## config.mk

```make
export PLATFORM = sky130hd
export DESIGN_NAME = pong_game_engine
export DESIGN_NICKNAME = d
export VERILOG_FILES = /design/src/rtl/pong_pkg.sv /design/src/rtl/pong_btn_sync.sv /design/src/rtl/pong_game_engine.sv
export SDC_FILE = /design/constraint.sdc
export NUM_CORES = 1
export LEC_CHECK = 0
export CAP_MARGIN = 20
export CORE_MARGIN = 2
export CORE_UTILIZATION = 38
export CTS_BUF_LIST = sky130_fd_sc_hd__clkbuf_8
export DETAILED_ROUTE_END_ITERATION = 10
export GPL_TIMING_DRIVEN = 0
export PLACE_DENSITY = 0.66
export REMOVE_ABC_BUFFERS = 1
export SETUP_SLACK_MARGIN = 0.4
export SYNTH_ARGS = -nofsm -noshare
export SYNTH_HDL_FRONTEND = slang
export SYNTH_HIERARCHICAL = 1
export SYNTH_SLANG_ARGS = --single-unit
```

## constraint.sdc

```tcl
create_clock -name CLK_IN -period 6.4 [get_ports CLK_IN]
set_input_delay 1.28 -clock CLK_IN [delete_from_list [all_inputs] [get_ports CLK_IN]]
set_output_delay 1.28 -clock CLK_IN [all_outputs]
set_load 0.05 [all_outputs]
```

## src/rtl/pong_pkg.sv

```systemverilog
// Shared grid geometry, FSM encoding and paddle helpers for the Pong game engine.
package pong_pkg;

  localparam logic [3:0] ROWS    = 4'd15;
  localparam logic [3:0] ROW_MAX = ROWS - 4'd1;
  localparam logic [4:0] COM_COL = 5'd14;
  localparam logic [3:0] PAD_LEN = 4'd5;
  localparam logic [3:0] PAD_MAX = 4'd10;
  localparam logic [3:0] CENTER  = 4'd7;

  typedef enum logic [1:0] {
    ST_IDLE  = 2'd0,
    ST_PLAY  = 2'd1,
    ST_POINT = 2'd2,
    ST_OVER  = 2'd3
  } game_state_e;

  // Row the computer paddle steers its top edge toward so the ball sits mid-paddle.
  function automatic logic [3:0] com_target(input logic [3:0] ball_y);
    logic [3:0] tgt;
    if (ball_y < 4'd2) begin
      tgt = 4'd0;
    end else if ((ball_y - 4'd2) > PAD_MAX) begin
      tgt = PAD_MAX;
    end else begin
      tgt = ball_y - 4'd2;
    end
    return tgt;
  endfunction

  function automatic logic pad_covers(input logic [3:0] pos, input logic [3:0] row);
    return (row >= pos) && (row <= (pos + PAD_LEN - 4'd1));
  endfunction

endpackage

```

## src/rtl/pong_btn_sync.sv

```systemverilog
// Two-flop synchronizer for an asynchronous button; optionally emits a one-cycle
// pulse on the synchronized rising edge instead of the level.
module pong_btn_sync #(
  parameter bit EDGE_OUT = 1'b0
) (
  input  logic CLK_IN,
  input  logic RST_N,
  input  logic btn,
  output logic q
);

  logic meta_r;
  logic sync_r;
  logic prev_r;

  // Synchronizer chain plus one delayed copy for edge detection
  always_ff @(posedge CLK_IN or negedge RST_N) begin
    if (!RST_N) begin
      meta_r <= 1'b0;
      sync_r <= 1'b0;
      prev_r <= 1'b0;
    end else begin
      meta_r <= btn;
      sync_r <= meta_r;
      prev_r <= sync_r;
    end
  end

  assign q = EDGE_OUT ? (sync_r & ~prev_r) : sync_r;

endmodule

```

## src/rtl/pong_game_engine.sv

```systemverilog
// Pong game-state engine: ball, paddles, scores and round sequencing on a 15x15 grid.
// Advances on FRAME_TICK; every output comes straight from a register.
module pong_game_engine
  import pong_pkg::*;
#(
  parameter int BALL_DIV     = 4,
  parameter int PAD_DIV      = 2,
  parameter int PAUSE_FRAMES = 60,
  parameter int WIN_SCORE    = 9
) (
  input  logic       CLK_IN,
  input  logic       RST_N,
  input  logic       FRAME_TICK,
  input  logic       BTN_UP,
  input  logic       BTN_DOWN,
  input  logic       BTN_START,
  output logic [4:0] ballX,
  output logic [3:0] ballY,
  output logic [3:0] playerPos,
  output logic [3:0] comPos,
  output logic [3:0] playerScore,
  output logic [3:0] comScore,
  output logic [1:0] state
);

  localparam int BALL_CW  = $clog2(BALL_DIV + 1);
  localparam int PAD_CW   = $clog2(PAD_DIV + 1);
  localparam int PAUSE_CW = $clog2(PAUSE_FRAMES + 1);

  localparam logic [BALL_CW-1:0]  BALL_LAST  = BALL_CW'(BALL_DIV - 1);
  localparam logic [BALL_CW-1:0]  BALL_ONE   = BALL_CW'(1);
  localparam logic [BALL_CW-1:0]  BALL_ZERO  = BALL_CW'(0);
  localparam logic [PAD_CW-1:0]   PAD_LAST   = PAD_CW'(PAD_DIV - 1);
  localparam logic [PAD_CW-1:0]   PAD_ONE    = PAD_CW'(1);
  localparam logic [PAD_CW-1:0]   PAD_ZERO   = PAD_CW'(0);
  localparam logic [PAUSE_CW-1:0] PAUSE_LAST = PAUSE_CW'(PAUSE_FRAMES - 1);
  localparam logic [PAUSE_CW-1:0] PAUSE_ONE  = PAUSE_CW'(1);
  localparam logic [PAUSE_CW-1:0] PAUSE_ZERO = PAUSE_CW'(0);
  localparam logic [3:0]          WIN_L      = 4'(WIN_SCORE);

  game_state_e state_r, state_nxt_s;
  logic [4:0] ball_x_r, ball_x_nxt_s;
  logic [3:0] ball_y_r, ball_y_nxt_s;
  logic       dx_r, dx_nxt_s;   // 1: moving right
  logic       dy_r, dy_nxt_s;   // 1: moving down
  logic [3:0] player_pos_r, player_pos_nxt_s;
  logic [3:0] com_pos_r, com_pos_nxt_s;
  logic [3:0] player_score_r, player_score_nxt_s;
  logic [3:0] com_score_r, com_score_nxt_s;
  logic [BALL_CW-1:0]  ball_cnt_r, ball_cnt_nxt_s;
  logic [PAD_CW-1:0]   pad_cnt_r, pad_cnt_nxt_s;
  logic [PAUSE_CW-1:0] pause_cnt_r, pause_cnt_nxt_s;

  logic       btn_up_s, btn_dn_s, start_s;
  logic       ball_due_s, pad_due_s;
  logic       step_dy_s, step_dx_s;
  logic [3:0] step_y_s;
  logic [4:0] step_x_s;
  logic       com_pt_s, ply_pt_s;
  logic [3:0] ply_step_s, com_step_s, com_tgt_s;
  logic [3:0] com_inc_s, ply_inc_s;

  pong_btn_sync #(.EDGE_OUT(1'b0)) u_sync_up (
    .CLK_IN(CLK_IN), .RST_N(RST_N), .btn(BTN_UP), .q(btn_up_s)
  );
  pong_btn_sync #(.EDGE_OUT(1'b0)) u_sync_down (
    .CLK_IN(CLK_IN), .RST_N(RST_N), .btn(BTN_DOWN), .q(btn_dn_s)
  );
  pong_btn_sync #(.EDGE_OUT(1'b1)) u_sync_start (
    .CLK_IN(CLK_IN), .RST_N(RST_N), .btn(BTN_START), .q(start_s)
  );

  assign ball_due_s = (ball_cnt_r == BALL_LAST);
  assign pad_due_s  = (pad_cnt_r == PAD_LAST);
  assign com_inc_s  = com_score_r + 4'd1;
  assign ply_inc_s  = player_score_r + 4'd1;

  // Candidate ball move: reflect off top/bottom first, then resolve paddle or gutter
  always_comb begin
    if ((ball_y_r == 4'd0) && !dy_r) begin
      step_dy_s = 1'b1;
    end else if ((ball_y_r == ROW_MAX) && dy_r) begin
      step_dy_s = 1'b0;
    end else begin
      step_dy_s = dy_r;
    end
    step_y_s  = step_dy_s ? (ball_y_r + 4'd1) : (ball_y_r - 4'd1);
    step_x_s  = ball_x_r;
    step_dx_s = dx_r;
    com_pt_s  = 1'b0;
    ply_pt_s  = 1'b0;
    if ((ball_x_r == 5'd1) && !dx_r) begin
      if (pad_covers(player_pos_r, step_y_s)) begin
        step_dx_s = 1'b1;
        step_x_s  = 5'd2;
      end else begin
        step_x_s = 5'd0;
        com_pt_s = 1'b1;
      end
    end else if ((ball_x_r == (COM_COL - 5'd1)) && dx_r) begin
      if (pad_covers(com_pos_r, step_y_s)) begin
        step_dx_s = 1'b0;
        step_x_s  = COM_COL - 5'd2;
      end else begin
        step_x_s = COM_COL;
        ply_pt_s = 1'b1;
      end
    end else if (dx_r) begin
      step_x_s = ball_x_r + 5'd1;
    end else begin
      step_x_s = ball_x_r - 5'd1;
    end
  end

  // Candidate paddle positions for a paddle step
  always_comb begin
    if (btn_up_s && !btn_dn_s) begin
      ply_step_s = (player_pos_r == 4'd0) ? 4'd0 : (player_pos_r - 4'd1);
    end else if (btn_dn_s && !btn_up_s) begin
      ply_step_s = (player_pos_r == PAD_MAX) ? PAD_MAX : (player_pos_r + 4'd1);
    end else begin
      ply_step_s = player_pos_r;
    end
    com_tgt_s = com_target(ball_y_r);
    if (com_pos_r < com_tgt_s) begin
      com_step_s = com_pos_r + 4'd1;
    end else if (com_pos_r > com_tgt_s) begin
      com_step_s = com_pos_r - 4'd1;
    end else begin
      com_step_s = com_pos_r;
    end
  end

  // Game FSM next state and per-tick register updates
  always_comb begin
    state_nxt_s        = state_r;
    ball_x_nxt_s       = ball_x_r;
    ball_y_nxt_s       = ball_y_r;
    dx_nxt_s           = dx_r;
    dy_nxt_s           = dy_r;
    player_pos_nxt_s   = player_pos_r;
    com_pos_nxt_s      = com_pos_r;
    player_score_nxt_s = player_score_r;
    com_score_nxt_s    = com_score_r;
    ball_cnt_nxt_s     = BALL_ZERO;
    pad_cnt_nxt_s      = PAD_ZERO;
    pause_cnt_nxt_s    = PAUSE_ZERO;
    case (state_r)
      ST_IDLE: begin
        if (FRAME_TICK) begin
          pad_cnt_nxt_s    = pad_due_s ? PAD_ZERO : (pad_cnt_r + PAD_ONE);
          player_pos_nxt_s = pad_due_s ? ply_step_s : player_pos_r;
        end else begin
          pad_cnt_nxt_s = pad_cnt_r;
        end
        if (start_s) begin
          state_nxt_s = ST_PLAY;
        end else begin
          state_nxt_s = ST_IDLE;
        end
      end
      ST_PLAY: begin
        if (FRAME_TICK) begin
          pad_cnt_nxt_s    = pad_due_s ? PAD_ZERO : (pad_cnt_r + PAD_ONE);
          player_pos_nxt_s = pad_due_s ? ply_step_s : player_pos_r;
          com_pos_nxt_s    = pad_due_s ? com_step_s : com_pos_r;
          ball_cnt_nxt_s   = ball_due_s ? BALL_ZERO : (ball_cnt_r + BALL_ONE);
        end else begin
          pad_cnt_nxt_s  = pad_cnt_r;
          ball_cnt_nxt_s = ball_cnt_r;
        end
        if (FRAME_TICK && ball_due_s) begin
          ball_x_nxt_s = step_x_s;
          ball_y_nxt_s = step_y_s;
          dx_nxt_s     = step_dx_s;
          dy_nxt_s     = step_dy_s;
          if (com_pt_s) begin
            com_score_nxt_s = com_inc_s;
            state_nxt_s     = (com_inc_s >= WIN_L) ? ST_OVER : ST_POINT;
          end else if (ply_pt_s) begin
            player_score_nxt_s = ply_inc_s;
            state_nxt_s        = (ply_inc_s >= WIN_L) ? ST_OVER : ST_POINT;
          end else begin
            state_nxt_s = ST_PLAY;
          end
        end else begin
          state_nxt_s = ST_PLAY;
        end
      end
      ST_POINT: begin
        // Serve goes toward whoever just scored: a ball in column 0 means the computer scored.
        if (FRAME_TICK && (pause_cnt_r == PAUSE_LAST)) begin
          state_nxt_s  = ST_IDLE;
          ball_x_nxt_s = {1'b0, CENTER};
          ball_y_nxt_s = CENTER;
          dy_nxt_s     = 1'b1;
          dx_nxt_s     = (ball_x_r == 5'd0);
        end else if (FRAME_TICK) begin
          pause_cnt_nxt_s = pause_cnt_r + PAUSE_ONE;
        end else begin
          pause_cnt_nxt_s = pause_cnt_r;
        end
      end
      ST_OVER: begin
        if (start_s) begin
          state_nxt_s        = ST_IDLE;
          player_score_nxt_s = 4'd0;
          com_score_nxt_s    = 4'd0;
          ball_x_nxt_s       = {1'b0, CENTER};
          ball_y_nxt_s       = CENTER;
          dx_nxt_s           = 1'b1;
        end else begin
          state_nxt_s = ST_OVER;
        end
      end
      default: begin
        state_nxt_s = ST_IDLE;
      end
    endcase
  end

  // Game state registers
  always_ff @(posedge CLK_IN or negedge RST_N) begin
    if (!RST_N) begin
      state_r        <= ST_IDLE;
      ball_x_r       <= {1'b0, CENTER};
      ball_y_r       <= CENTER;
      dx_r           <= 1'b1;
      dy_r           <= 1'b1;
      player_pos_r   <= 4'd5;
      com_pos_r      <= 4'd5;
      player_score_r <= 4'd0;
      com_score_r    <= 4'd0;
      ball_cnt_r     <= BALL_ZERO;
      pad_cnt_r      <= PAD_ZERO;
      pause_cnt_r    <= PAUSE_ZERO;
    end else begin
      state_r        <= state_nxt_s;
      ball_x_r       <= ball_x_nxt_s;
      ball_y_r       <= ball_y_nxt_s;
      dx_r           <= dx_nxt_s;
      dy_r           <= dy_nxt_s;
      player_pos_r   <= player_pos_nxt_s;
      com_pos_r      <= com_pos_nxt_s;
      player_score_r <= player_score_nxt_s;
      com_score_r    <= com_score_nxt_s;
      ball_cnt_r     <= ball_cnt_nxt_s;
      pad_cnt_r      <= pad_cnt_nxt_s;
      pause_cnt_r    <= pause_cnt_nxt_s;
    end
  end

  assign ballX       = ball_x_r;
  assign ballY       = ball_y_r;
  assign playerPos   = player_pos_r;
  assign comPos      = com_pos_r;
  assign playerScore = player_score_r;
  assign comScore    = com_score_r;
  assign state       = state_r;

endmodule
```

# Yosys cells after proc, flatten, opt, wreduce, memory -nomap -nowiden
# Index checks and enable logic that the tools add are counted.
# word_totals
ff_bits	47
in_bits	6
out_inout_bits	27
wordCells	168
# op_classes
addsub	18
order_cmp	10
eq_ne	22
n_mux	66
bitwise	2
n_reduce_logical	31
# op_table
operator	n
4-bit two-way mux	18
5-bit two-way mux	6
4-bit by 1-bit adder with 4-bit output (second input constant)	5
2-bit two-way mux	10
4-bit by 1-bit subtractor with 4-bit output (second input constant)	5
1-bit two-way mux	19
6-bit two-way mux	3
4-bit case mux with 2 select lines	2
4-bit AND reduction	4
5-bit case mux with 3 select lines	1
2-bit inequality test (second input constant)	7
3-bit inequality test (second input constant)	4
4-bit case mux with 3 select lines	1
1-bit logical AND	10
3-bit two-way mux	3
4-bit by 3-bit adder with 4-bit output (second input constant)	2
4-bit == test (second input constant)	2
4-bit greater-or-equal comparator	2
4-bit greater-or-equal comparator (second input constant)	2
4-bit less-or-equal comparator	2
4-bit logical NOT	2
2-bit case mux with 4 select lines	1
2-bit nonzero test	4
7-bit AND reduction	1
other kinds (28)	33

# Depth between registers and ports, before layout
# Gate-level depths: netlist (run 1).
# logic_depth
depth_word	14
depth_mapped	16
ltp_nobuf	15

# By module
# Netlist (run 1), hierarchy kept.
# modules_own_cells
module	n_inst	cells_per_inst	area_per_inst_um2	seq_area_each_um2
pong_game_engine	1	343	3080.5	1016.0
pong_btn_sync (u_sync_down ...)	2	2	50.0	50.0
pong_btn_sync (u_sync_start)	1	4	88.8	75.1

# Least setup slack after synthesis (run 1)
# No wires, ideal clock.
# synth_timing
path_kind	register to register
start	register ball_y_r[2], in the netlist ballY[2]
end	register com_score_r[3], in the netlist comScore[3]
setup_time_ns	0.126
arrival_time_ns	3.541
t_required_ns	6.274
slack_ns	2.733
stages_incl_launch_ff	16
n_path_buf	1
period_less_slack_ns	3.667
cell_sequence	dfstp_2 -> clkbuf_1 -> nand2_1 -> o21ai_0 -> a21boi_0 -> ha_1 -> nor4_1 -> a21oi_1 -> xnor2_1 -> ha_1 -> and2b_1 -> o21ai_0 -> a221o_1 -> nand2_4 -> a21boi_2 -> a221o_1
# synth_via
elab_chain_len	11
word_cells_on_any_way	16
cone_classes	add/sub (2); order compare (2); eq/ne (2); mux (5); reduce/logical (5)
# synth_lines
element	line	source
start: declaration	pong_game_engine.sv:43	logic [3:0] ball_y_r, ball_y_nxt_s;
start signal: assignment	pong_game_engine.sv:240	ball_y_r <= ball_y_nxt_s;
4-bit == test	pong_game_engine.sv:82	end else if ((ball_y_r == ROW_MAX) && dy_r) begin
1-bit logical AND	pong_game_engine.sv:82	
1-bit two-way mux	pong_game_engine.sv:82	
1-bit two-way mux	pong_game_engine.sv:80	if ((ball_y_r == 4'd0) && !dy_r) begin
4-bit two-way mux (*)	pong_game_engine.sv:87	step_y_s = step_dy_s ? (ball_y_r + 4'd1) : (ball_y_r - 4'd1);
4-bit greater-or-equal comparator / 4-bit less-or-equal comparator (equally long branches)	pong_pkg.sv:32	return (row >= pos) && (row <= (pos + PAD_LEN - 4'd1));
1-bit logical AND (*)	pong_pkg.sv:32	
1-bit two-way mux (*)	pong_game_engine.sv:93	if (pad_covers(player_pos_r, step_y_s)) begin
1-bit two-way mux (*)	pong_game_engine.sv:92	if ((ball_x_r == 5'd1) && !dx_r) begin
2-bit inequality test (no source line) (*)	n/a	
4-bit AND reduction (no source line) (*)	n/a	
end signal: assignment	pong_game_engine.sv:246	com_score_r <= com_score_nxt_s;
end: declaration	pong_game_engine.sv:49	logic [3:0] com_score_r, com_score_nxt_s;
# Mark *: on every way between the ends. The rest lies on a longest branch, timed or not.
# A chain may end at the register's enable or synchronous reset.

# Worst setup path after layout (run 1)
# layout_timing
start	register ball_y_r[3], in the netlist ballY[3]
end	register player_score_r[3], in the netlist playerScore[3]
# layout_via
elab_chain_len	12
word_cells_on_any_way	23
cone_classes	add/sub (2); order compare (4); eq/ne (3); mux (8); reduce/logical (6)
# layout_lines
element	line	source
4-bit == test	pong_game_engine.sv:82	
1-bit logical AND	pong_game_engine.sv:82	
1-bit two-way mux	pong_game_engine.sv:82	
1-bit two-way mux	pong_game_engine.sv:80	
4-bit two-way mux (*)	pong_game_engine.sv:87	
4-bit greater-or-equal comparator / 4-bit less-or-equal comparator (equally long branches)	pong_pkg.sv:32	
1-bit logical AND	pong_pkg.sv:32	
1-bit two-way mux	pong_game_engine.sv:101	if (pad_covers(com_pos_r, step_y_s)) begin
1-bit two-way mux	pong_game_engine.sv:100	end else if ((ball_x_r == (COM_COL - 5'd1)) && dx_r) begin
1-bit two-way mux	pong_game_engine.sv:92	
2-bit inequality test (no source line)	n/a	
5-bit AND reduction (no source line) (*)	n/a	
end signal: assignment	pong_game_engine.sv:245	player_score_r <= player_score_nxt_s;
end: declaration	pong_game_engine.sv:48	logic [3:0] player_score_r, player_score_nxt_s;
# Marked as above.

==> metrics.cfg, run 1 <==
[global_routing]
top_usage_layer=met2
grt_pass1_wl_mm=11.7
met2_usage=0.248
globalRouteMet3Util=0.0282
grt_util_all_layers=0.149
grtUsageMet1=0.200
grt_max_degree=27
overflow=0
antenna_found_initial=0
grt_pass1_vias=2507

[finish]
seq_area_mm2=0.00119
drive_above_1_share=0.0971
area_growth_pct=14.4
multi_input_area_mm2=0.00189
nets=424
fill_cells=773
design_area_mm2=0.00374
diodes=0

[worst_setup_path]
arrival_ns=4.00
crit_fanout=13
cp-end-kind=flip-flop
critPathBufInv=0
required_ns=6.58
slowest_delay_ns=0.53
path_class=flip-flop to flip-flop
start_kind=flip-flop
crit_slowest_cell=dfrtp_1
path_delay_family=compound AO/OA/AOI/OAI gates
cp_cell_sequence=nor3_1 -> o21ai_0 -> a21boi_0 -> ha_1 -> nor4_1 -> a21oi_1 -> xnor2_1 -> ha_1 -> nor2b_1 -> o21ai_0 -> a32oi_1 -> o211ai_1 -> o211ai_1 -> o31ai_1

[routing]
drtPass1Iterations=4
viasPerCell=5.45
drc=0
wl_per_cell_um=14.1
wl_mm=6.84
ant_nets=0
vias=2649
drt_iter0_drc=99

[yosys]
ys_async_sr_fraction=1.00
syn_area_mm2=0.00327
synth-seq-area-share=0.364
synth_top_area_share=0.268
syn-mean-instance-area_um2=9.31
yosys-top-cells-count=ha_1 (37), dfrtp_1 (35), o21ai_0 (29)
synth.distinct_cells=68
synth_cells=351
synthFlopType=dfrtp_1
yosysMostFrequentCell=ha_1
ys_ff_latch=47
yosysTopAreaCell=dfrtp_1
synthTopCellsByArea=dfrtp_1 (27%), ha_1 (14%), dfstp_2 (9.6%)
yosysWarnings=6
synth_edf_count=0

[floorplanning]
start_util=0.396
die_y_um=96.8
dieArea_mm2=0.00936
row_count=33
core_area_mm2=0.00826
boundaryPins=33
die_w_um=96.8

[clock_network]
postCtsHoldBufs=0
cts_tree=built
path_clk_slew_ns=0.09
clock_path_buffers=2
root_buffer=clkbuf_8
cts_max_level=2
cts_buffers=5
post_cts_buffers=0
cts.repair.resized=0
clock-sinks=47
worstSkewPairLatency_ns=0.31

[worst_hold_path]
hold_path.class=flip-flop to flip-flop

[sta]
slew_headroom=0.603
tns_ns=0
setup_violations=0
final.period_utilization=0.597
skew_ns=0.0121
tightest_slew_ns=0.589
drv_slew=0
hold_violations=0
rsz0062_at_grt=false
period_needed_ns=3.82
timing.fmax_ghz=0.262

[placement]
gp_congestion=0.820
place_area_mm2=0.00366
portBuffers=32
hpwl_mm=5.11

[power]
power_density_mw_per_mm2=534
vdd_drop_max_mv=0.281
cellLeakagePower_nw=1.62

[job]
cap_violations=0

[outcome]
status=complete, no violations

==> registers in the layout, indices dropped and copies added, names as in the netlist, 2 cells and up <==
name         cells
playerScore      4
ballY            4
comScore         4
pad_cnt_r        2
playerPos        4
ball_cnt_r       3
comPos           4
pause_cnt_r      6
state            2
ballX            5
==> cell usage in the layout (no fill, tap or decap), drive strengths merged, types with 3 or more instances in the layout <==
cell type	instances
a31oi	4
inv	29
nand2	25
xnor2	7
or4	3
dfstp	12
o211ai	4
clkdlybuf4s50	31
dfrtp	35
clkbuf	5
ha	37
nor4	3
nor3	6
mux2i	3
and2	4
o22ai	5
xor2	5
nor2b	6
o21ai	31
nand2b	8
and4	3
a21o	4
o31ai	5
a221o	3
a21oi	26
nand3	11
nor2	24
==> cell families (layout without fill, tap and decap cells) <==
| kind of cell | count (synthesis) | in the layout | synth area share |
|---|---|---|---|
| AOI/OAI and AO/OA | 105 | 105 | 0.207 |
| DFF | 47 | 47 | 0.364 |
| and+or+nand+nor | 105 | 105 | 0.176 |
| xor gates and xnor gates | 12 | 12 | 0.0321 |
| muxes | 5 | 5 | 0.0161 |
| buffers and inverters | 39 | 69 | 0.0566 |
| adders and majority gates | 38 | 38 | 0.148 |
==> power breakdown <==
part | internal (mW) | switching, mW
Sequential | 0.404 | 0.146
Combinational | 0.510 | 0.759
Clock | 0.0750 | 0.103
Total | 0.989 | 1.01
==> final timing paths <==
check                      depth (start not counted)  slack [ns]                start                   to
max                                               14        2.58             ballY[3]       playerScore[3]
min reg2reg                                        0        0.35  u_sync_start/meta_r  u_sync_start/sync_r
max reg2reg                                       14        2.58             ballY[3]       playerScore[3]
min                                                0        0.35  u_sync_start/meta_r  u_sync_start/sync_r
max in group asynchronous                          2        4.85                RST_N         playerPos[0]
min in group asynchronous                          1        0.95                RST_N            comPos[1]
==> metal layers <==
layer	part of all wire	wire (um)	vias up
met2	0.47	3200	50
met3	0.028	193	8
met4	0.012	84	0
met1	0.49	3350	1256
li1	-	-	1335
met5	0	0	-
==> area by class of cell <==
| type | count | area share |
|---|---|---|
| clock buffer | 5 | 0.0184 |
| clock inverter | 3 | 0.00435 |
| inverter | 28 | 0.0281 |
| multi-input combinational | 265 | 0.506 |
| sequential | 47 | 0.318 |
| tap | 105 | 0.0351 |
| timing repair buffer | 33 | 0.0896 |
==> stage by stage <==
step	setup slack (ns)	hold WS, ns	utilization	cells	power [mW]
after floorplan	2.90	0.331	-	340	1.47
after global placement	2.62	0.334	0.441	477	1.78
after detailed placement	2.61	0.335	0.443	478	1.82
after CTS	2.59	0.355	0.453	486	2.01
after global routing	2.22	0.371	0.453	486	2.18
final	2.58	0.352	0.453	486	2.00
Note: power is estimated with default switching activity, not from simulation.
==> run 2, diff against run 1 <==
==> constraint.sdc (replaced) <==
create_clock -name CLK_IN -period 3.77 [get_ports CLK_IN]
set_input_delay 0.754 -clock CLK_IN [delete_from_list [all_inputs] [get_ports CLK_IN]]
set_output_delay 0.754 -clock CLK_IN [all_outputs]
set_load 0.05 [all_outputs]
==> metrics.cfg, run 2 (synthesis results as in run 1) <==
[outcome]
status=complete, no violations

[clock_network]
cts_tree=built
path_clk_slew_ns=0.09  ; about the same
worstSkewPairLatency_ns=0.30  ; about the same
postCtsHoldBufs=0  ; unchanged
cts_buffers=5  ; unchanged
cts_max_level=2  ; unchanged
root_buffer=clkbuf_8
clock_path_buffers=2  ; unchanged
clock-sinks=47  ; unchanged

[routing]
drtPass1Iterations=5  ; +1
dr_wl_met2_mm=3.49  ; +8.8%
wl_met1_mm=3.42  ; +1.8%
drc=0  ; unchanged
vias=2781  ; +5.0%
wl_mm=7.29  ; +6.7%
drt_iter0_drc=98  ; -1.0%
viasPerCell=5.49  ; +0.63%
wl_per_cell_um=14.4  ; +2.3%
ant_nets=0  ; unchanged
route.met3.wl_um=274  ; +42%
top_layer=met4

[floorplanning]
row_count=33  ; unchanged
core_area_mm2=0.00826  ; unchanged
die_y_um=96.8  ; unchanged
dieArea_mm2=0.00936  ; unchanged
boundaryPins=33  ; unchanged
die_w_um=96.8  ; unchanged
start_util=0.396  ; unchanged

[finish]
final_common_cell=ha_1
drive_above_1_share=0.189  ; +0.0919
diodes=0  ; unchanged
layout_common_cells=ha_1 (35), dfrtp_1 (34), clkdlybuf4s50_1 (31)
fill_cells=753  ; -2.6%
area_growth_pct=22.0
largest_reg_flops=6  ; unchanged
regMostFlops=pause_cnt_r
nets=445  ; +5.0%
multi_input_area_mm2=0.00198  ; +4.8%
seq_area_mm2=0.00119  ; +0.10%

[power]
power_density_mw_per_mm2=958  ; +80%
p_int_mw=1.96  ; +98%
cellLeakagePower_nw=1.75  ; +7.8%
vdd_drop_max_mv=0.496  ; +76%
seq_power_share=0.239  ; -0.036
totalPowerFinal_mw=3.82  ; +92%
swShare=0.489  ; -0.0160
p_clk_frac=0.078  ; -0.011
power_switching_mw=1.87  ; +85%
pwr-share-comb=0.683  ; +0.047

[sta]
final.period_utilization=0.864  ; +0.267
holdWs_ns=0.352  ; -0.000580 ns
hold_violations=0  ; unchanged
setup_violations=0  ; unchanged
drv_slew=0  ; unchanged
period_needed_ns=3.26  ; -0.563 ns
rsz0062_at_grt=false
tns_ns=0  ; unchanged
timing.fmax_ghz=0.307  ; +17%
skew_ns=0.00961  ; -0.00245 ns
tightest_slew_ns=0.562  ; -0.0274 ns
slew_headroom=0.624  ; +0.0208
worst_slack_ns=0.513  ; -2.07 ns

[worst_setup_path]
critPathLaunch=ballY[2]
r2r_cells=15  ; +1
crit_fanout=6  ; -7
cp-end-kind=flip-flop
arrival_ns=3.44  ; -0.56 ns
path_class=flip-flop to flip-flop
reg2reg_from=ballY[2]
start_kind=flip-flop
required_ns=3.95  ; -2.63 ns

[placement]
hpwl_mm=5.11  ; unchanged
gp_congestion=0.820  ; unchanged
portBuffers=32  ; unchanged
dp_slack_ns=-0.0158  ; -2.63 ns

[global_routing]
grt_max_degree=27  ; unchanged
antenna_found_initial=0  ; unchanged
grt_pass1_vias=2624  ; +4.7%
overflow=0  ; unchanged
grt_pass1_wl_mm=12.1  ; +3.3%
grt_util_all_layers=0.154  ; +0.00505

[job]
cap_violations=0  ; unchanged

[worst_hold_path]
whs_path_depth=0  ; unchanged
min-delay-start=u_sync_start/meta_r
hold_path.class=flip-flop to flip-flop

run 2: cell types whose count changed in the layout (fill, tap and decap cells not counted), moves of 3 or more:
| cell | delta |
|---|---|
| buf_4 | +21 |
| o21ai_0 | -4 |
| a21oi_2 | +4 |
| a21oi_1 | -4 |
| o21ai_2 | +3 |
run 2: path summary, 6_finish.rpt:
path,end,slack [ns]
max,comScore[3],0.51
min,u_sync_start/sync_r,0.35
max reg2reg,comScore[3],0.51
min reg2reg,u_sync_start/sync_r,0.35
max in group asynchronous,playerPos[0],2.74
min in group asynchronous,comPos[1],0.43
run 2: worst max-delay path, stage by stage, from the launching register on:
cell and delay, ns:
dfstp_2 0.60, nor3_4 0.06, o21ai_2 0.12, a21boi_2 0.17, ha_2 0.22, nor4_4 0.04
a21oi_2 0.15, xnor2_2 0.09, buf_4 0.16, ha_1 0.28, and2b_1 0.19, buf_4 0.13
a221o_1 0.37, nand2_4 0.13, a21boi_2 0.09, a221o_1 0.32
run 2: per-layer routing:
| metal | up-vias | GRT usage |
|---|---|---|
| li1 | 1374 | - |
| met5 | - | 0 |
| met2 | 66 | 0.262 |
| met1 | 1329 | 0.199 |
| met3 | 12 | 0.0296 |
| met4 | 0 | 0.0444 |
run 2: what timing repair did:
item                                    CTS  global route
pin swaps                                10            11
cloned                                    0             0
endpoints found under the setup margin   13            15
endpoints found under the hold margin     0             0
buffers inserted                         13             8
resized for setup                        13            13
run 2: power groups by stage:
stage	sequential, mW	combinational, mW	clock, mW
after floorplan	1.24	1.26	0
after global placement	0.931	2.09	0
final	0.914	2.61	0.298
after global routing	0.942	2.86	0.336
after CTS	0.907	2.44	0.318
after detailed placement	0.939	2.15	0
run 2: area by class of cell:
| type | count | share of cell area |
|---|---|---|
| flip-flops and latches | 47 | 0.299 |
| clock buffers | 5 | 0.0172 |
| clock inverters | 3 | 0.00408 |
| repair buffers | 54 | 0.124 |
| multi-input cells | 265 | 0.497 |
| well taps | 105 | 0.0329 |
| inverters | 28 | 0.0263 |
run 2: stage by stage:
stage               utilization  cell area, um2  instances
floorplan                     -            3190        340
global placement          0.441            3640        477
detailed placement        0.443            3660        478
CTS                       0.470            3880        499
global route              0.483            3990        507
finish                    0.483            3990        507
